**src/rtl/mul_div_if.sv**
```systemverilog
// mul_div_if: request/response bundle for the iterative multiply/divide unit.
//   Flush    : synchronous abort of the in-flight operation
//   InValid  : request present          InReady : unit can accept (IDLE only)
//   Funct3   : RV32M operation select
//   Op1/Op2  : rs1/rs2 values, sampled on the accept edge only
//   OutValid : Result valid             OutReady : consumer takes Result
//   Result   : registered result        Busy     : unit not in IDLE
interface mul_div_if #(
  parameter int DATA_WIDTH = 32
);
  logic                  Flush;
  logic                  InValid;
  logic                  InReady;
  logic [2:0]            Funct3;
  logic [DATA_WIDTH-1:0] Op1;
  logic [DATA_WIDTH-1:0] Op2;
  logic                  OutValid;
  logic                  OutReady;
  logic [DATA_WIDTH-1:0] Result;
  logic                  Busy;

  modport master (
    output Flush, InValid, Funct3, Op1, Op2, OutReady,
    input  InReady, OutValid, Result, Busy
  );

  modport slave (
    input  Flush, InValid, Funct3, Op1, Op2, OutReady,
    output InReady, OutValid, Result, Busy
  );
endinterface

```
**src/rtl/mul_div_unit.sv**
```systemverilog
// mul_div_unit: iterative RV32M multiply/divide unit (MUL, MULH, MULHSU, MULHU,
// DIV, DIVU, REM, REMU). Works on operand magnitudes: radix-2 shift-add for
// multiply, restoring division for divide, one bit per cycle, followed by a
// single sign-fix cycle. Divide-by-zero and signed overflow bypass iteration.
// Ports:
//   Clk : clock, rising edge
//   Rst : asynchronous active-high reset
//   bus : mul_div_if slave (request in, result out, Flush, Busy)
module mul_div_unit #(
  parameter int DATA_WIDTH = 32,
  parameter int CNT_WIDTH  = $clog2(DATA_WIDTH + 1)
) (
  input  logic     Clk,
  input  logic     Rst,
  mul_div_if.slave bus
);

  localparam int W = DATA_WIDTH;
  localparam logic [W-1:0] MOST_NEG = {1'b1, {(W-1){1'b0}}};

  typedef enum logic [1:0] {
    IDLE = 2'd0,
    CALC = 2'd1,
    FIX  = 2'd2,
    DONE = 2'd3
  } state_t;

  // control state (reset)
  state_t               state_q, state_d;
  logic [CNT_WIDTH-1:0] cnt_q, cnt_d;
  logic                 out_valid_q, out_valid_d;
  logic [W-1:0]         result_q, result_d;

  // datapath state (no reset; always loaded on accept before use)
  logic [2:0]           op_q, op_d;
  logic                 neg_res_q, neg_res_d;   // negate product / quotient
  logic                 neg_rem_q, neg_rem_d;   // negate remainder
  logic                 spec_q, spec_d;         // special case pending
  logic [W-1:0]         spec_res_q, spec_res_d;
  logic [W-1:0]         hi_q, hi_d;             // product high half / remainder
  logic [W-1:0]         lo_q, lo_d;             // multiplier / quotient
  logic [W:0]           dvsr_q, dvsr_d;         // multiplicand / divisor magnitude

  // operand decode at accept
  logic         accept;
  logic         a_signed, b_signed, a_neg, b_neg;
  logic [W:0]   a_ext, b_ext, a_mag, b_mag;
  logic         is_div_in, div_zero, sgn_ovf;

  // iteration and fix-up datapath
  logic [W:0]   mul_add;
  logic [W:0]   div_shift;
  logic         div_ge;
  logic [2*W-1:0] prod_full, prod_s;
  logic [W-1:0] quo_s, rem_s, fix_res;

  assign accept    = bus.InValid && (state_q == IDLE) && !bus.Flush;

  assign a_signed  = (bus.Funct3 == 3'b001) || (bus.Funct3 == 3'b010) ||
                     (bus.Funct3 == 3'b100) || (bus.Funct3 == 3'b110);
  assign b_signed  = (bus.Funct3 == 3'b001) || (bus.Funct3 == 3'b100) ||
                     (bus.Funct3 == 3'b110);
  assign a_neg     = a_signed && bus.Op1[W-1];
  assign b_neg     = b_signed && bus.Op2[W-1];
  // One extra bit so the most-negative value has a representable magnitude.
  assign a_ext     = {a_neg, bus.Op1};
  assign b_ext     = {b_neg, bus.Op2};
  assign a_mag     = a_neg ? -a_ext : a_ext;
  assign b_mag     = b_neg ? -b_ext : b_ext;

  assign is_div_in = bus.Funct3[2];
  assign div_zero  = is_div_in && (bus.Op2 == '0);
  // Only DIV/REM (Funct3[0]==0) can overflow.
  assign sgn_ovf   = is_div_in && !bus.Funct3[0] &&
                     (bus.Op1 == MOST_NEG) && (bus.Op2 == '1);

  // Shift-add step: add multiplicand when the current multiplier bit is set,
  // then shift {carry, hi, lo} right by one.
  assign mul_add   = {1'b0, hi_q} + (lo_q[0] ? {1'b0, dvsr_q[W-1:0]} : '0);

  // Restoring step: partial remainder is always below the divisor, so one
  // trial subtraction of the shifted remainder decides the quotient bit.
  assign div_shift = {hi_q, lo_q[W-1]};
  assign div_ge    = (div_shift >= dvsr_q);

  assign prod_full = {hi_q, lo_q};
  assign prod_s    = neg_res_q ? -prod_full : prod_full;
  assign quo_s     = neg_res_q ? -lo_q : lo_q;
  assign rem_s     = neg_rem_q ? -hi_q : hi_q;

  always_comb begin
    fix_res = quo_s;
    if (spec_q)              fix_res = spec_res_q;
    else if (!op_q[2])       fix_res = (op_q[1:0] == 2'b00) ? prod_s[W-1:0] : prod_s[2*W-1:W];
    else if (op_q[1])        fix_res = rem_s;
  end

  always_comb begin
    state_d     = state_q;
    cnt_d       = cnt_q;
    out_valid_d = out_valid_q;
    result_d    = result_q;
    op_d        = op_q;
    neg_res_d   = neg_res_q;
    neg_rem_d   = neg_rem_q;
    spec_d      = spec_q;
    spec_res_d  = spec_res_q;
    hi_d        = hi_q;
    lo_d        = lo_q;
    dvsr_d      = dvsr_q;

    case (state_q)
      IDLE: begin
        if (accept) begin
          op_d       = bus.Funct3;
          neg_res_d  = a_neg ^ b_neg;
          neg_rem_d  = a_neg;
          cnt_d      = CNT_WIDTH'(W);
          hi_d       = '0;
          lo_d       = is_div_in ? a_mag[W-1:0] : b_mag[W-1:0];
          dvsr_d     = is_div_in ? b_mag : a_mag;
          spec_d     = div_zero || sgn_ovf;
          if (div_zero)  spec_res_d = bus.Funct3[1] ? bus.Op1 : '1;
          else           spec_res_d = bus.Funct3[1] ? '0 : bus.Op1;
          // Special cases skip iteration; FIX presents the prepared value.
          state_d    = (div_zero || sgn_ovf) ? FIX : CALC;
        end
      end
      CALC: begin
        if (bus.Flush) begin
          state_d = IDLE;
        end else begin
          cnt_d = cnt_q - CNT_WIDTH'(1);
          if (!op_q[2]) begin
            hi_d = mul_add[W:1];
            lo_d = {mul_add[0], lo_q[W-1:1]};
          end else begin
            hi_d = div_ge ? (div_shift[W-1:0] - dvsr_q[W-1:0]) : div_shift[W-1:0];
            lo_d = {lo_q[W-2:0], div_ge};
          end
          if (cnt_q == CNT_WIDTH'(1)) state_d = FIX;
        end
      end
      FIX: begin
        if (bus.Flush) begin
          state_d = IDLE;
        end else begin
          result_d    = fix_res;
          out_valid_d = 1'b1;
          state_d     = DONE;
        end
      end
      DONE: begin
        // Flush and OutReady both end the hold; Flush just wins by default.
        if (bus.Flush || bus.OutReady) begin
          out_valid_d = 1'b0;
          state_d     = IDLE;
        end
      end
      default: state_d = IDLE;
    endcase
  end

  always_ff @(posedge Clk or posedge Rst) begin
    if (Rst) begin
      state_q     <= IDLE;
      cnt_q       <= '0;
      out_valid_q <= 1'b0;
      result_q    <= '0;
    end else begin
      state_q     <= state_d;
      cnt_q       <= cnt_d;
      out_valid_q <= out_valid_d;
      result_q    <= result_d;
    end
  end

  always_ff @(posedge Clk) begin
    op_q       <= op_d;
    neg_res_q  <= neg_res_d;
    neg_rem_q  <= neg_rem_d;
    spec_q     <= spec_d;
    spec_res_q <= spec_res_d;
    hi_q       <= hi_d;
    lo_q       <= lo_d;
    dvsr_q     <= dvsr_d;
  end

  assign bus.InReady  = !Rst && (state_q == IDLE);
  assign bus.Busy     = (state_q != IDLE);
  assign bus.OutValid = out_valid_q;
  assign bus.Result   = result_q;

endmodule

```
**src/flat_wrapper.sv**
```systemverilog
// flat-port wrapper written by rule: the top's interface ports become plain ports
module mul_div_unit_flat 
#(
  parameter int DATA_WIDTH = 32,
  parameter int CNT_WIDTH  = $clog2(DATA_WIDTH + 1)
)
  (Clk, Rst, bus_Flush, bus_InValid, bus_Funct3, bus_Op1, bus_Op2, bus_OutReady, bus_InReady, bus_OutValid, bus_Result, bus_Busy);
  mul_div_if #(.DATA_WIDTH(DATA_WIDTH)) bus_i ();
  input  logic Clk;
  input  logic Rst;
  input wire logic [$bits(bus_i.Flush)-1:0] bus_Flush;
  input wire logic [$bits(bus_i.InValid)-1:0] bus_InValid;
  input wire logic [$bits(bus_i.Funct3)-1:0] bus_Funct3;
  input wire logic [$bits(bus_i.Op1)-1:0] bus_Op1;
  input wire logic [$bits(bus_i.Op2)-1:0] bus_Op2;
  input wire logic [$bits(bus_i.OutReady)-1:0] bus_OutReady;
  output wire logic [$bits(bus_i.InReady)-1:0] bus_InReady;
  output wire logic [$bits(bus_i.OutValid)-1:0] bus_OutValid;
  output wire logic [$bits(bus_i.Result)-1:0] bus_Result;
  output wire logic [$bits(bus_i.Busy)-1:0] bus_Busy;
  assign bus_i.Flush = bus_Flush;
  assign bus_i.InValid = bus_InValid;
  assign bus_i.Funct3 = bus_Funct3;
  assign bus_i.Op1 = bus_Op1;
  assign bus_i.Op2 = bus_Op2;
  assign bus_i.OutReady = bus_OutReady;
  assign bus_InReady = bus_i.InReady;
  assign bus_OutValid = bus_i.OutValid;
  assign bus_Result = bus_i.Result;
  assign bus_Busy = bus_i.Busy;
  mul_div_unit #(.DATA_WIDTH(DATA_WIDTH), .CNT_WIDTH(CNT_WIDTH)) u_core (.Clk(Clk), .Rst(Rst), .bus(bus_i));
endmodule
```
**config.mk**
```make
export PLATFORM = sky130hd
export DESIGN_NAME = mul_div_unit_flat
export DESIGN_NICKNAME = d
export VERILOG_FILES = /design/src/rtl/mul_div_if.sv /design/src/rtl/mul_div_unit.sv /design/src/flat_wrapper.sv
export SDC_FILE = /design/constraint.sdc
export NUM_CORES = 1
export LEC_CHECK = 0
export ABC_AREA = 1
export CAP_MARGIN = 20
export CORE_MARGIN = 5
export CORE_UTILIZATION = 40
export DETAILED_ROUTE_END_ITERATION = 10
export PLACE_DENSITY = 0.62
export SYNTH_ARGS = -nofsm -noshare
export SYNTH_HDL_FRONTEND = slang
export SYNTH_SLANG_ARGS = --single-unit
```
**constraint.sdc**
```tcl
create_clock -name Clk -period 4.1 [get_ports Clk]
set_input_delay 0.82 -clock Clk [delete_from_list [all_inputs] [get_ports Clk]]
set_output_delay 0.82 -clock Clk [all_outputs]
set_load 0.01 [all_outputs]
```
### Yosys cells after proc, flatten, opt, wreduce, memory -nomap -nowiden

Index checks and enable logic that the tools add are counted.

| storage, ports and cells | value |
|---|---|
| flip-flop bits (word level) | 176 |
| bits in latches | 0 |
| RAM bits | 0 |
| memory bits (read-only) | 0 |
| bits of input ports | 72 |
| logic and storage cells | 105 |
| memories | 0 |

| operators by class | value |
|---|---|
| add/sub/neg operators | 8 |
| multiply operators | 0 |
| divide/modulo/power cells | 0 |
| $lt $le $gt $ge | 1 |
| equality and inequality tests | 15 |
| shift-type cells | 0 |
| muxes and demuxes | 37 |
| bitwise logic cells | 2 |
| reduce and logical (&&, ||, !) cells | 30 |

Operators with widths:

| kind | number |
|---|---|
| 32-bit two-way mux | 18 |
| 32-bit case mux with 2 select lines | 2 |
| 33-bit two-way mux | 3 |
| 33-bit negation | 2 |
| 32-bit equality test (second input constant) | 2 |
| 64-bit two-way mux | 1 |
| 32-bit negation | 2 |
| 64-bit negation | 1 |
| 32-bit by 33-bit adder with 33-bit output | 1 |
| 33-bit greater-or-equal comparator | 1 |
| 32-bit logical NOT | 1 |
| 32-bit subtractor | 1 |
| 2-bit two-way mux | 6 |
| 6-bit two-way mux | 2 |
| 6-bit case mux with 2 select lines | 1 |
| 1-bit logical AND | 9 |
| 3-bit AND reduction | 3 |
| 2-bit case mux with 4 select lines | 1 |
| 1-bit logical OR | 7 |
| 3-bit equality test (second input constant) | 2 |
| 6-bit by 1-bit equality test with 1-bit output (second input constant) | 1 |
| 2-bit nonzero test | 3 |
| 6-bit by 1-bit subtractor with 6-bit output (second input constant) | 1 |
| 2-bit equality test (second input constant) | 2 |
| other kinds (13) | 20 |

### Logic depth before layout (Yosys ltp)

| logic depth | value |
|---|---|
| depth in word-level cells | 10 |
| depth in mapped cells | 19 |
| gate-level depth less buffers | 18 |

### Worst setup path before layout

Ideal clock, no wire load.

| path | value |
|---|---|
| path kind | in2reg |
| from | input port bus_Flush |
| to | register u_core.cnt_q[5] |
| setup time | 0.128 ns |
| arrival time | 4.609 ns |
| path slack | -0.637 ns |
| stages | 8 |
| path buffers | 0 |
| cells stage by stage | inv_1 nand3_1 inv_1 nor2_1 inv_1 nand4_1 o21ai_0 nand3b_1 |

| on the way | value |
|---|---|
| cells in the longest elaborated chain, start to end | 4 |
| elaborated cells between the ends (all ways) | 5 |

RTL lines:

| element | line | source |
|---|---|---|
| from (decl) | flat_wrapper.sv:11 | `input wire logic [$bits(bus_i.Flush)-1:0] bus_Flush;` |
| 1-bit logical NOT | mul_div_unit.sv:57 | `assign accept = bus.InValid && (state_q == IDLE) && !bus.Flush;` |
| 1-bit logical AND | mul_div_unit.sv:57 |  |
| 2-bit by 1-bit inequality test with 1-bit output (no line) | -- |  |
| 3-bit AND reduction (no line) (*) | -- |  |
| to (signal assigned) | mul_div_unit.sv:172 | `cnt_q <= cnt_d;` |
| to (decl) | mul_div_unit.sv:30 | `logic [CNT_WIDTH-1:0] cnt_q, cnt_d;` |

Mark *: on every way between the ends. The rest lies on a longest branch, timed or not.
A chain may end at the register's enable or synchronous reset.

### Worst setup path in the final report

| path | value |
|---|---|
| from | register u_core.lo_q[0] |
| to | register u_core.hi_q[25], data pin |

| on the way | value |
|---|---|
| cells in the longest elaborated chain, start to end | 5 |

RTL lines:

| element | line | source |
|---|---|---|
| from (decl) | mul_div_unit.sv:41 | `logic [W-1:0] lo_q, lo_d;` |
| from (signal assigned) | mul_div_unit.sv:185 | `lo_q <= lo_d;` |
| 32-bit two-way mux | mul_div_unit.sv:79 | `assign mul_add = {1'b0, hi_q} + (lo_q[0] ? {1'b0, dvsr_q[W-1:0]} : '0);` |
| 32-bit by 33-bit adder with 33-bit output | mul_div_unit.sv:79 |  |
| 32-bit two-way mux | mul_div_unit.sv:134 | `if (!op_q[2]) begin` |
| 32-bit two-way mux | mul_div_unit.sv:130 | `if (bus.Flush) begin` |
| 32-bit case mux with 2 select lines | mul_div_unit.sv:112 | `case (state_q)` |
| to (signal assigned) | mul_div_unit.sv:184 | `hi_q <= hi_d;` |
| to (decl) | mul_div_unit.sv:40 | `logic [W-1:0] hi_q, hi_d;` |

No other way between the ends. The select of a mux whose other input is x is not followed.

==> metrics.txt <==
status=finished clean; Yosys Warn Count=0; Final Setup Violations=0; maxcap violations=0; Setup Skew=19.8 ps; Worst EP required=4340 ps; Reg power frac=27.6%; Arr. time, crit path=3640 ps; switch share=53.6%; Rel. slew slack=28.7%; clock power share=13.1%; Tightest Pin Transition=1070 ps; post-CTS sizing=0; PnR worst setup slack=698 ps; most frequent cells in the layout=nand2_1 (1012), nor2_1 (435), inv_1 (406); CP Launch Type=flip-flop; Post-Route Hold Slack=483 ps; dominant synthesized flop cell=edfxtp_1; CTS tree=built; Post-synth EDFFs=135; Logic pwr share=59.3%; Rows=81; core footprint=48800 um2; Seq/Total Area, Yosys=25.7%; via count of the first global-routing pass=19975; global-route wire length before repair=125 mm; detailed-route via count=22289; maximum vdd drop=424 uV; switching pwr=6.81 mW; total gr overflow=0; Worst-Skew Late Latency=490 ps; internal power=5.89 mW; DP HPWL=66.6 mm; Slew Limit Fails=0; port bufs=106; hold depth=2; crit path capture type=flip-flop; DP Worst Slack=763 ps; highest achievable clock rate=294 MHz; Vias/cell=5.55; overall power=12.7 mW; CTS buffer count=17; final wirelength=84.1 mm; DR WL/cell=20.9 um; Initial Util=40.4%; Reg2Reg Depth=12; CTS Root Cell=clkbuf_16; nets=3487; GPL Wtd Cong=1.01; CP Class=reg -> reg; Die X=232 um; fraction of registers with async set/reset=23.3%; iteration count of the initial detailed-routing pass=7; Gate Count Post-Synth=3292; Hold Vio Cnt, Final=0; Static Leak=10.7 nW; TNS Setup=0 ps; die height=232 um; Reg clk slew, reported paths=70 ps; drt first-iter violations=2667; Crit Path Max Fanout=23; post-layout min period=3400 ps; Die Area=53900 um2; Setup Fix Bufs, Post-CTS=0; diode count=0; H-tree depth=4; Mapped Avg Cell Area=5.99 um2; largest net degree at the start of global routing=165; antenna viol nets, final=0; Seq cells post-synth=176; power per cell area=577 nW/um2; worst-case clock buffer depth=2; unrepaired setup endpoints after global routing=no; # IOs=107; initial antenna violation count=0; hold_buf cts=0; Post-route DRC=0; min-delay worst type=reg -> reg; Clock Sinks=176; Post-Syn Area=19700 um2; gr usage total=30.5%; area delta synth->final=11.6%; post-synth cell types=50; most common cell after layout, fill and taps aside=nand2_1; Synth Net Count=3438; layout cells sized above 1=4.44%; Tcrit/Tclk final=83.0%
[Yosys cell counts (all sizes together), types with 41 or more instances]
master / instances / area share, %
a21oi: 146 / 3.7
buf: 51 / 1.4
clkbuf: 65 / 1.2
dfrtp: 41 / 5.2
edfxtp: 135 / 21
ha: 72 / 4.6
inv: 420 / 8.0
nand2: 1028 / 20
nand3: 367 / 9.9
nand4: 67 / 2.1
nor2: 452 / 9.0
o21ai: 215 / 5.5
xor2: 80 / 3.6
[path summary, 6_finish.rpt]
check	endpoint	slack, ps	start
max	u_core.hi_q[25]$_SDFFCE_PN0P_	700	u_core.lo_q[0]$_DFFE_PP_
min	u_core.bus.Result[20]$_DFFE_PP0P_	480	u_core.bus.Result[20]$_DFFE_PP0P_
max reg2reg	u_core.hi_q[25]$_SDFFCE_PN0P_	700	u_core.lo_q[0]$_DFFE_PP_
min reg2reg	u_core.bus.Result[20]$_DFFE_PP0P_	480	u_core.bus.Result[20]$_DFFE_PP0P_
max in group asynchronous	u_core.bus.Result[6]$_DFFE_PP0P_	2820	Rst
min in group asynchronous	u_core.cnt_q[5]$_DFFE_PP0P_	560	Rst
[cell type report]
| type | count | area, um2 |
|---|---|---|
| multi-input combinational | 2578 | 12500 |
| clock buffer | 18 | 429 |
| tap | 664 | 831 |
| sequential | 176 | 5080 |
| timing repair buffer | 146 | 1390 |
| clock inverter | 14 | 146 |
| fill | 5388 | 26800 |
| inverter | 422 | 1590 |
[sequential cells by signal (all words and copies together), names as in the netlist]
| signal | flops |
|---|---|
| u_core.cnt_q | 6 |
| u_core.op_q | 3 |
| u_core.lo_q | 32 |
| u_core.state_q | 2 |
| u_core.bus.Result | 32 |
| u_core.hi_q | 32 |
| u_core.neg_res_q | 1 |
| u_core.dvsr_q | 33 |
| u_core.neg_rem_q | 1 |
| u_core.bus.OutValid | 1 |
| u_core.spec_q | 1 |
| u_core.spec_res_q | 32 |
[power by group through the flow]
stage	clock [mW]	combinational [mW]	sequential [mW]
after floorplan	0	4.94	3.14
after global placement	0	7.35	3.51
after detailed placement	0	7.36	3.49
after CTS	1.68	7.39	3.46
after global routing	1.76	8.29	3.52
final	1.67	7.53	3.51
[worst max-delay path, cell delays in order, from the launching register on]
cell and delay [ps]:
edfxtp_1 1060, nand2_1 100, inv_1 90, ha_1 270
a21oi_1 230, o21ai_0 250, nand3b_1 490, nand2_1 230
nand4_1 100, nand3_1 130, nand3_1 80, nand2_1 60
inv_1 40
[through the flow]
step | util [%] | instance area, um2 | std cells
2_1_floorplan | - | 19700 | 3292
3_3_place_gp | 43.9 | 21400 | 3986
3_5_place_dp | 43.9 | 21400 | 3986
4_1_cts | 45.1 | 22000 | 4018
5_1_grt | 45.1 | 22000 | 4018
6_report | 45.1 | 22000 | 4018
[layer usage]
layer / up-vias / routed length (um) / track usage (%)
met5: - / 0 / 0
met4: 0 / 3690 / 11.7
met3: 188 / 7950 / 5.43
met2: 1112 / 35700 / 45.2
met1: 10210 / 36700 / 44.1
li1: 10779 / - / -
[logic make-up after synthesis]
kind of cell             after synthesis  synth area share, %
flip-flops                           176                 25.7
AND/OR/NAND/NOR                     1980                 42.9
XOR/XNOR                              92                 4.08
adder cells (fa/ha/maj)               74                 4.77
other                                  1               0.0190
buffers and inverters                538                 10.7
multiplexers                           1               0.0507
AO/OA/AOI/OAI                        430                 11.7
(Power assumes the default switching activity.)
